$ cat src/rtl/rlgl_game_n.sv
// Red-light/green-light game core for N players: per-player step lanes, round FSM,
// winner / elimination arbitration and a round-robin position display scan.

module rlgl_lane #(
  parameter int POS_W = 4,
  parameter int CLK_W = 4
) (
  input  logic             clk,
  input  logic             rst,
  input  logic             clr_i,
  input  logic             inc_i,
  input  logic [CLK_W-1:0] mc_i,
  input  logic [POS_W-1:0] ms_i,
  output logic [POS_W-1:0] pos_nxt_o
);
  logic [CLK_W-1:0] cnt_q, cnt_d;
  logic [POS_W-1:0] pos_q, pos_d;

  always_comb begin
    cnt_d = cnt_q;
    pos_d = pos_q;
    if (clr_i) begin
      cnt_d = '0;
      pos_d = '0;
    end else if (inc_i) begin
      // >= rather than == keeps the counter bounded if max_clicks drops mid-round
      if (({1'b0, cnt_q} + 1'b1) >= {1'b0, mc_i}) begin
        cnt_d = '0;
        if (pos_q < ms_i) pos_d = pos_q + 1'b1;
      end else begin
        cnt_d = cnt_q + 1'b1;
      end
    end
  end

  always_ff @(posedge clk or negedge rst) begin
    if (!rst) begin
      cnt_q <= '0;
      pos_q <= '0;
    end else begin
      cnt_q <= cnt_d;
      pos_q <= pos_d;
    end
  end

  assign pos_nxt_o = pos_d;
endmodule

module rlgl_game_n #(
  parameter int N_PLAYERS    = 4,
  parameter int POS_W        = 4,
  parameter int CLK_W        = 4,
  parameter int RED_MODE     = 0,
  parameter int TIMER_W      = 16,
  parameter int GREEN_CYCLES = 200,
  parameter int RED_CYCLES   = 100,
  parameter int SCAN_CYCLES  = 8,
  localparam int SEL_W       = $clog2(N_PLAYERS)
) (
  input  logic                 clk,
  input  logic                 rst,
  input  logic                 start,
  input  logic [N_PLAYERS-1:0] clicks,
  input  logic [CLK_W-1:0]     max_clicks,
  input  logic [POS_W-1:0]     max_steps,
  input  logic                 red_toggle,
  output logic [1:0]           out_red_light,
  output logic [SEL_W-1:0]     out_player_sel,
  output logic [POS_W-1:0]     out_position,
  output logic [3:0]           out_status_code,
  output logic [N_PLAYERS-1:0] out_alive,
  output logic [SEL_W-1:0]     out_winner_id
);
  localparam int SCAN_W = (SCAN_CYCLES > 1) ? $clog2(SCAN_CYCLES) : 1;

  // Encoding doubles as the out_red_light code.
  typedef enum logic [1:0] {S_IDLE = 2'b00, S_GREEN = 2'b01, S_RED = 2'b10, S_FIN = 2'b11} state_e;

  state_e                          state_q;
  logic [N_PLAYERS-1:0]            prev_q, alive_q;
  logic [SEL_W-1:0]                winner_q, sel_q, sel_d;
  logic                            fin_win_q;
  logic [TIMER_W-1:0]              timer_q;
  logic [SCAN_W-1:0]               scan_q, scan_d;
  logic [POS_W-1:0]                position_q;

  logic [N_PLAYERS-1:0]            edges, inc, alive_red;
  logic [N_PLAYERS-1:0][POS_W-1:0] pos_nxt;
  logic [CLK_W-1:0]                mc_eff;
  logic [POS_W-1:0]                ms_eff;
  logic                            win_any;
  logic [SEL_W-1:0]                win_idx;

  assign mc_eff    = (max_clicks == '0) ? CLK_W'(1) : max_clicks;
  assign ms_eff    = (max_steps == '0) ? POS_W'(1) : max_steps;
  assign edges     = clicks & ~prev_q;
  assign inc       = (state_q == S_GREEN && !start) ? (edges & alive_q) : '0;
  assign alive_red = alive_q & ~edges;

  for (genvar g = 0; g < N_PLAYERS; g++) begin : g_lane
    rlgl_lane #(.POS_W(POS_W), .CLK_W(CLK_W)) u_lane (
      .clk      (clk),
      .rst      (rst),
      .clr_i    (start),
      .inc_i    (inc[g]),
      .mc_i     (mc_eff),
      .ms_i     (ms_eff),
      .pos_nxt_o(pos_nxt[g])
    );
  end

  // Descending scan so the lowest finishing index is the one left standing.
  always_comb begin
    win_any = 1'b0;
    win_idx = '0;
    for (int i = N_PLAYERS - 1; i >= 0; i--) begin
      if (alive_q[i] && pos_nxt[i] >= ms_eff) begin
        win_any = 1'b1;
        win_idx = SEL_W'(i);
      end
    end
  end

  always_comb begin
    scan_d = scan_q + 1'b1;
    sel_d  = sel_q;
    if (scan_q == SCAN_W'(SCAN_CYCLES - 1)) begin
      scan_d = '0;
      sel_d  = (sel_q == SEL_W'(N_PLAYERS - 1)) ? '0 : sel_q + 1'b1;
    end
  end

  always_ff @(posedge clk or negedge rst) begin
    if (!rst) begin
      state_q    <= S_IDLE;
      prev_q     <= '0;
      alive_q    <= '1;
      winner_q   <= '0;
      fin_win_q  <= 1'b0;
      timer_q    <= '0;
      scan_q     <= '0;
      sel_q      <= '0;
      position_q <= '0;
    end else begin
      prev_q     <= clicks;
      scan_q     <= scan_d;
      sel_q      <= sel_d;
      position_q <= pos_nxt[sel_d];
      if (start) begin
        state_q   <= S_GREEN;
        alive_q   <= '1;
        winner_q  <= '0;
        fin_win_q <= 1'b0;
        timer_q   <= '0;
      end else begin
        unique case (state_q)
          S_IDLE: ;
          S_GREEN: begin
            if (win_any) begin
              state_q   <= S_FIN;
              fin_win_q <= 1'b1;
              winner_q  <= win_idx;
            end else if (RED_MODE == 0) begin
              if (red_toggle) state_q <= S_RED;
            end else if (timer_q == TIMER_W'(GREEN_CYCLES - 1)) begin
              state_q <= S_RED;
              timer_q <= '0;
            end else begin
              timer_q <= timer_q + 1'b1;
            end
          end
          S_RED: begin
            alive_q <= alive_red;
            if (alive_red == '0) begin
              state_q   <= S_FIN;
              fin_win_q <= 1'b0;
              winner_q  <= '0;
            end else if (RED_MODE == 0) begin
              if (!red_toggle) state_q <= S_GREEN;
            end else if (timer_q == TIMER_W'(RED_CYCLES - 1)) begin
              state_q <= S_GREEN;
              timer_q <= '0;
            end else begin
              timer_q <= timer_q + 1'b1;
            end
          end
          S_FIN: ;
          default: state_q <= S_IDLE;
        endcase
      end
    end
  end

  always_comb begin
    unique case (state_q)
      S_IDLE:  out_status_code = 4'd0;
      S_GREEN: out_status_code = 4'd1;
      S_RED:   out_status_code = 4'd2;
      default: out_status_code = fin_win_q ? 4'd3 : 4'd4;
    endcase
  end

  assign out_red_light  = state_q;
  assign out_player_sel = sel_q;
  assign out_position   = position_q;
  assign out_alive      = alive_q;
  assign out_winner_id  = winner_q;
endmodule

$ cat config.mk
export PLATFORM = sky130hd
export DESIGN_NAME = rlgl_game_n
export DESIGN_NICKNAME = d
export VERILOG_FILES = /design/src/rtl/rlgl_game_n.sv
export SDC_FILE = /design/constraint.sdc
export NUM_CORES = 1
export LEC_CHECK = 0
export CAP_MARGIN = 20
export CORE_ASPECT_RATIO = 1.2
export CORE_MARGIN = 2
export CORE_UTILIZATION = 30
export DETAILED_ROUTE_END_ITERATION = 6
export GPL_TIMING_DRIVEN = 0
export PLACE_DENSITY = 0.52
export SETUP_SLACK_MARGIN = 0.5
export SKIP_CTS_REPAIR_TIMING = 1
export SLEW_MARGIN = 30
export SYNTH_ARGS = -nofsm -noshare
export SYNTH_HDL_FRONTEND = slang
export SYNTH_HIERARCHICAL = 1
export SYNTH_SLANG_ARGS = --single-unit
$ cat constraint.sdc
create_clock -name clk -period 7.4 [get_ports clk]
set_clock_uncertainty 0.05 [all_clocks]
set_input_delay 1.48 -clock clk [delete_from_list [all_inputs] [get_ports clk]]
set_output_delay 1.48 -clock clk [all_outputs]
set_load 0.02 [all_outputs]
==> flow_summary_export.csv <==
group,metric,value,unit
global_routing,grt_pass1_wl,15500,um
layout,syn_to_final_growth,16.7,%
layout,layout.cells.non_filler,628,
clock_network,worstSkewPairLatency,0.30,ns
logic_synthesis,ys_types,55,
layout,drive_above_1_share,13.8,%
worst_setup_path,cp-start-kind,"input port",
worst_setup_path,crit_fanout,15,
timing,final.setup.tns,0,ns
timing,fin_hold_ws,0.389,ns
global_routing,grt_max_degree,32,
worst_setup_path,end_kind,"flip-flop",
status,status,"finished, final reports clean",
floorplan,core,13700,um^2
logic_synthesis,ys_seq_area_share,32.5,%
global_routing,grt_antenna_before_repair,0,
floorplan,die_x,112,um
routing,drc,0,
logic_synthesis,async_flop_share,100,%
timing,period_share,69.7,%
floorplan,initial_core_util,30.4,%
power,intPower,0.498,mW
power,vdd_drop_max,89.6,uV
logic_synthesis,synth_ff_type,"dfrtp_1",
logic_synthesis,synth-edff-count,0,
timing,slew_headroom,55.0,%
timing,setup_viol,0,
logic_synthesis,synth_fp_nets,487,
timing,fmax,0.194,GHz
logic_synthesis,synth_cells,416,
routing,num_vias,3089,
global_routing,grt_usage,12.9,%
power,pwr-share-comb,19.3,%
layout,fill_cells,1417,
clock_network,ctsLongestPathBuffers,2,
worst_setup_path,crit_required,7.57,ns
floorplan,die_area,14900,um^2
placed_design,io_buffers,32,
layout,diodes,0,
placed_design,hpwl,7120,um
worst_setup_path,critPathKind,"in -> reg",
timing,drv_slew,0,
logic_synthesis,yosys-mux-area-fraction,6.72,%
logic_synthesis,synthXorXnorAreaFrac,1.68,%
power,p_switching,0.178,mW
routing,first_pass_iters,4,
worst_setup_path,arrival,5.32,ns
logic_synthesis,synth_compound_area_share,17.2,%
placed_design,dp_cells,620,
logic_synthesis,yosys.area_share.simple,19.9,%
clock_network,path_clk_slew,0.06,ns
worst_hold_path,min_path_type,"reg -> reg",
timing,max_slew.worst_pin.slew,0.673,ns
logic_synthesis,syn_area,4170,um^2
timing,hold_viol,0,
clock_network,clkSinkCount,54,
logic_synthesis,synthAdderAreaFrac,16.5,%
timing,rsz0062_at_grt,"false",
clock_network,htreeDepth,2,
clock_network,root_buffer,"clkbuf_16",
clock_network,cts_buffers,5,
floorplan,num_rows,47,
power,p_sw_share,26.4,%
global_routing,grt-ovfl-total,0,
logic_synthesis,ys_ff_latch,54,
power,seq_power_share,45.4,%
placed_design,gp_congestion,0.796,
routing,via_per_inst,4.92,
power,p_clk_share,35.3,%
routing,wl_per_cell,14.2,um
clock_network,cts_tree,"yes",
routing,ant_nets,0,
logic_synthesis,syn_avg_cell_area,10.0,um^2
timing,min_period,5.16,ns
layout,fin_nets,527,
global_routing,grt_pass1_vias,3178,
routing,drtIter0Drc,101,
power,p_leak,2.32,nW
floorplan,io_pins,34,
floorplan,die_y,133,um
power,power,0.676,mW
run,drv_cap,0,
logic_synthesis,synth_top_family_by_area,"simple AND/OR/NAND/NOR gates",
logic_synthesis,ys_warn_count,6,
routing,routed_wirelength,8900,um
power,powerDensity,139,nW/um^2
[sequential cells by signal, indices dropped and copies added, names as in the netlist]
register / flops
prev_q: 4
scan_q: 3
out_position: 4
out_winner_id: 2
out_alive: 4
g_lane.u_lane/cnt_q: 16
out_red_light: 2
g_lane.u_lane/pos_q: 16
fin_win_q: 1
out_player_sel: 2
[path summary, 6_finish.rpt]
kind | startpoint | to | slack, ns | cells past startpoint
worst max-delay path | start | out_winner_id[0] | 2.24 | 14
worst max register to register | out_red_light[1] | out_winner_id[0] | 3.69 | 15
worst min register to register | scan_q[0] | scan_q[0] | 0.39 | 1
max in group asynchronous | rst | g_lane[3].u_lane/cnt_q[3] | 5.80 | 2
worst min-delay path | scan_q[0] | scan_q[0] | 0.39 | 1
min in group asynchronous | rst | scan_q[0] | 1.03 | 1
[power by group through the flow]
| stage | registers [mW] | clock network, mW | logic (mW) |
|---|---|---|---|
| 3_5_place_dp | 0.313 | 0 | 0.133 |
| 3_3_place_gp | 0.312 | 0 | 0.129 |
| 5_1_grt | 0.308 | 0.262 | 0.147 |
| 6_report | 0.307 | 0.239 | 0.131 |
| 2_1_floorplan | 0.315 | 0 | 0.0832 |
| 4_1_cts | 0.307 | 0.252 | 0.133 |
[kinds of logic after synthesis]
kind of cell	count (synthesis)
and+or+nand+nor	141
AOI/OAI and AO/OA	78
buffers and inverters	57
adders and majority gates	55
DFF	54
muxes	22
xor gates and xnor gates	8
other	1
[per-layer routing]
metal | global-route usage, % | vias to the layer above | wire, um
met1 | 15.8 | 1486 | 4010
met3 | 2.09 | 12 | 235
met2 | 23.1 | 43 | 4500
met4 | 3.77 | 0 | 163
li1 | - | 1548 | -
met5 | 0 | - | 0
[critical path, stage by stage]
cell	delay, ns
clkdlybuf4s50_1	0.76
nor2_1	0.39
and3_1	0.36
o2111a_1	0.29
nor2b_2	0.21
mux2_4	0.32
inv_1	0.11
ha_1	0.24
nand2b_4	0.15
a2111oi_4	0.43
nor2_1	0.09
nor3_1	0.19
o221ai_1	0.13
mux2i_1	0.16
[cells in the final DEF, fill, tap and decap left out, drive strengths merged, types with 9 or more instances in the layout]
| cell type | instances |
|---|---|
| clkbuf | 18 |
| inv | 44 |
| mux2i | 10 |
| nand2 | 27 |
| ha | 55 |
| clkdlybuf4s50 | 31 |
| nor2b | 24 |
| dfrtp | 50 |
| mux2 | 12 |
| o21ai | 9 |
| nor2 | 40 |
| nand2b | 17 |
[synth_stat cells (3+ instances only)]
library cell  count  area, um^2
xnor2_1           4        35.0
nor3b_1           4        30.0
nand2b_4          8         110
dfrtp_1          50        1250
o21ai_0           6        30.0
nand2b_1          9        56.3
mux2_4           12         180
a21oi_1           8        40.0
nor2b_1          20         125
inv_1            43         161
nand4_1           4        25.0
dfstp_2           4         105
xor2_1            4        35.0
o21a_1            4        30.0
and2b_4           4        40.0
nor2_1           38         143
a2111oi_4         4         110
ha_1             55         688
a211oi_1          4        30.0
nand3_1           4        20.0
nand2_1          27         101
o21a_2            4        35.0
a31oi_1           5        31.3
and4bb_1          4        50.1
nor2b_2           4        35.0
a32o_1            8        80.1
o211ai_1          4        30.0
a211oi_2          4        50.1
o21ai_1           3        15.0
clkbuf_1         10        37.5
and3_1            5        31.3
mux2i_1          10         100
a221o_1           4        40.0
a22o_1            4        35.0
o2111a_1          4        45.0
[per-stage QoR]
stage,util (%),setup WS [ns],area (um^2)
2_1_floorplan,-,2.96,4170
3_3_place_gp,34.3,1.86,4700
3_5_place_dp,34.5,1.86,4720
4_1_cts,35.5,2.16,4870
5_1_grt,35.5,1.92,4870
6_report,35.5,2.24,4870
[final cells by class]
type / instances / area (um^2) / area share (%)
clock buffers: 8 / 146 / 3.01
inverters: 44 / 165 / 3.39
flip-flops and latches: 54 / 1360 / 27.9
well taps: 171 / 214 / 4.39
multi-input cells: 305 / 2590 / 53.2
plain buffers: 13 / 57.6 / 1.18
repair buffers: 33 / 338 / 6.94
(Power assumes the default switching activity.)
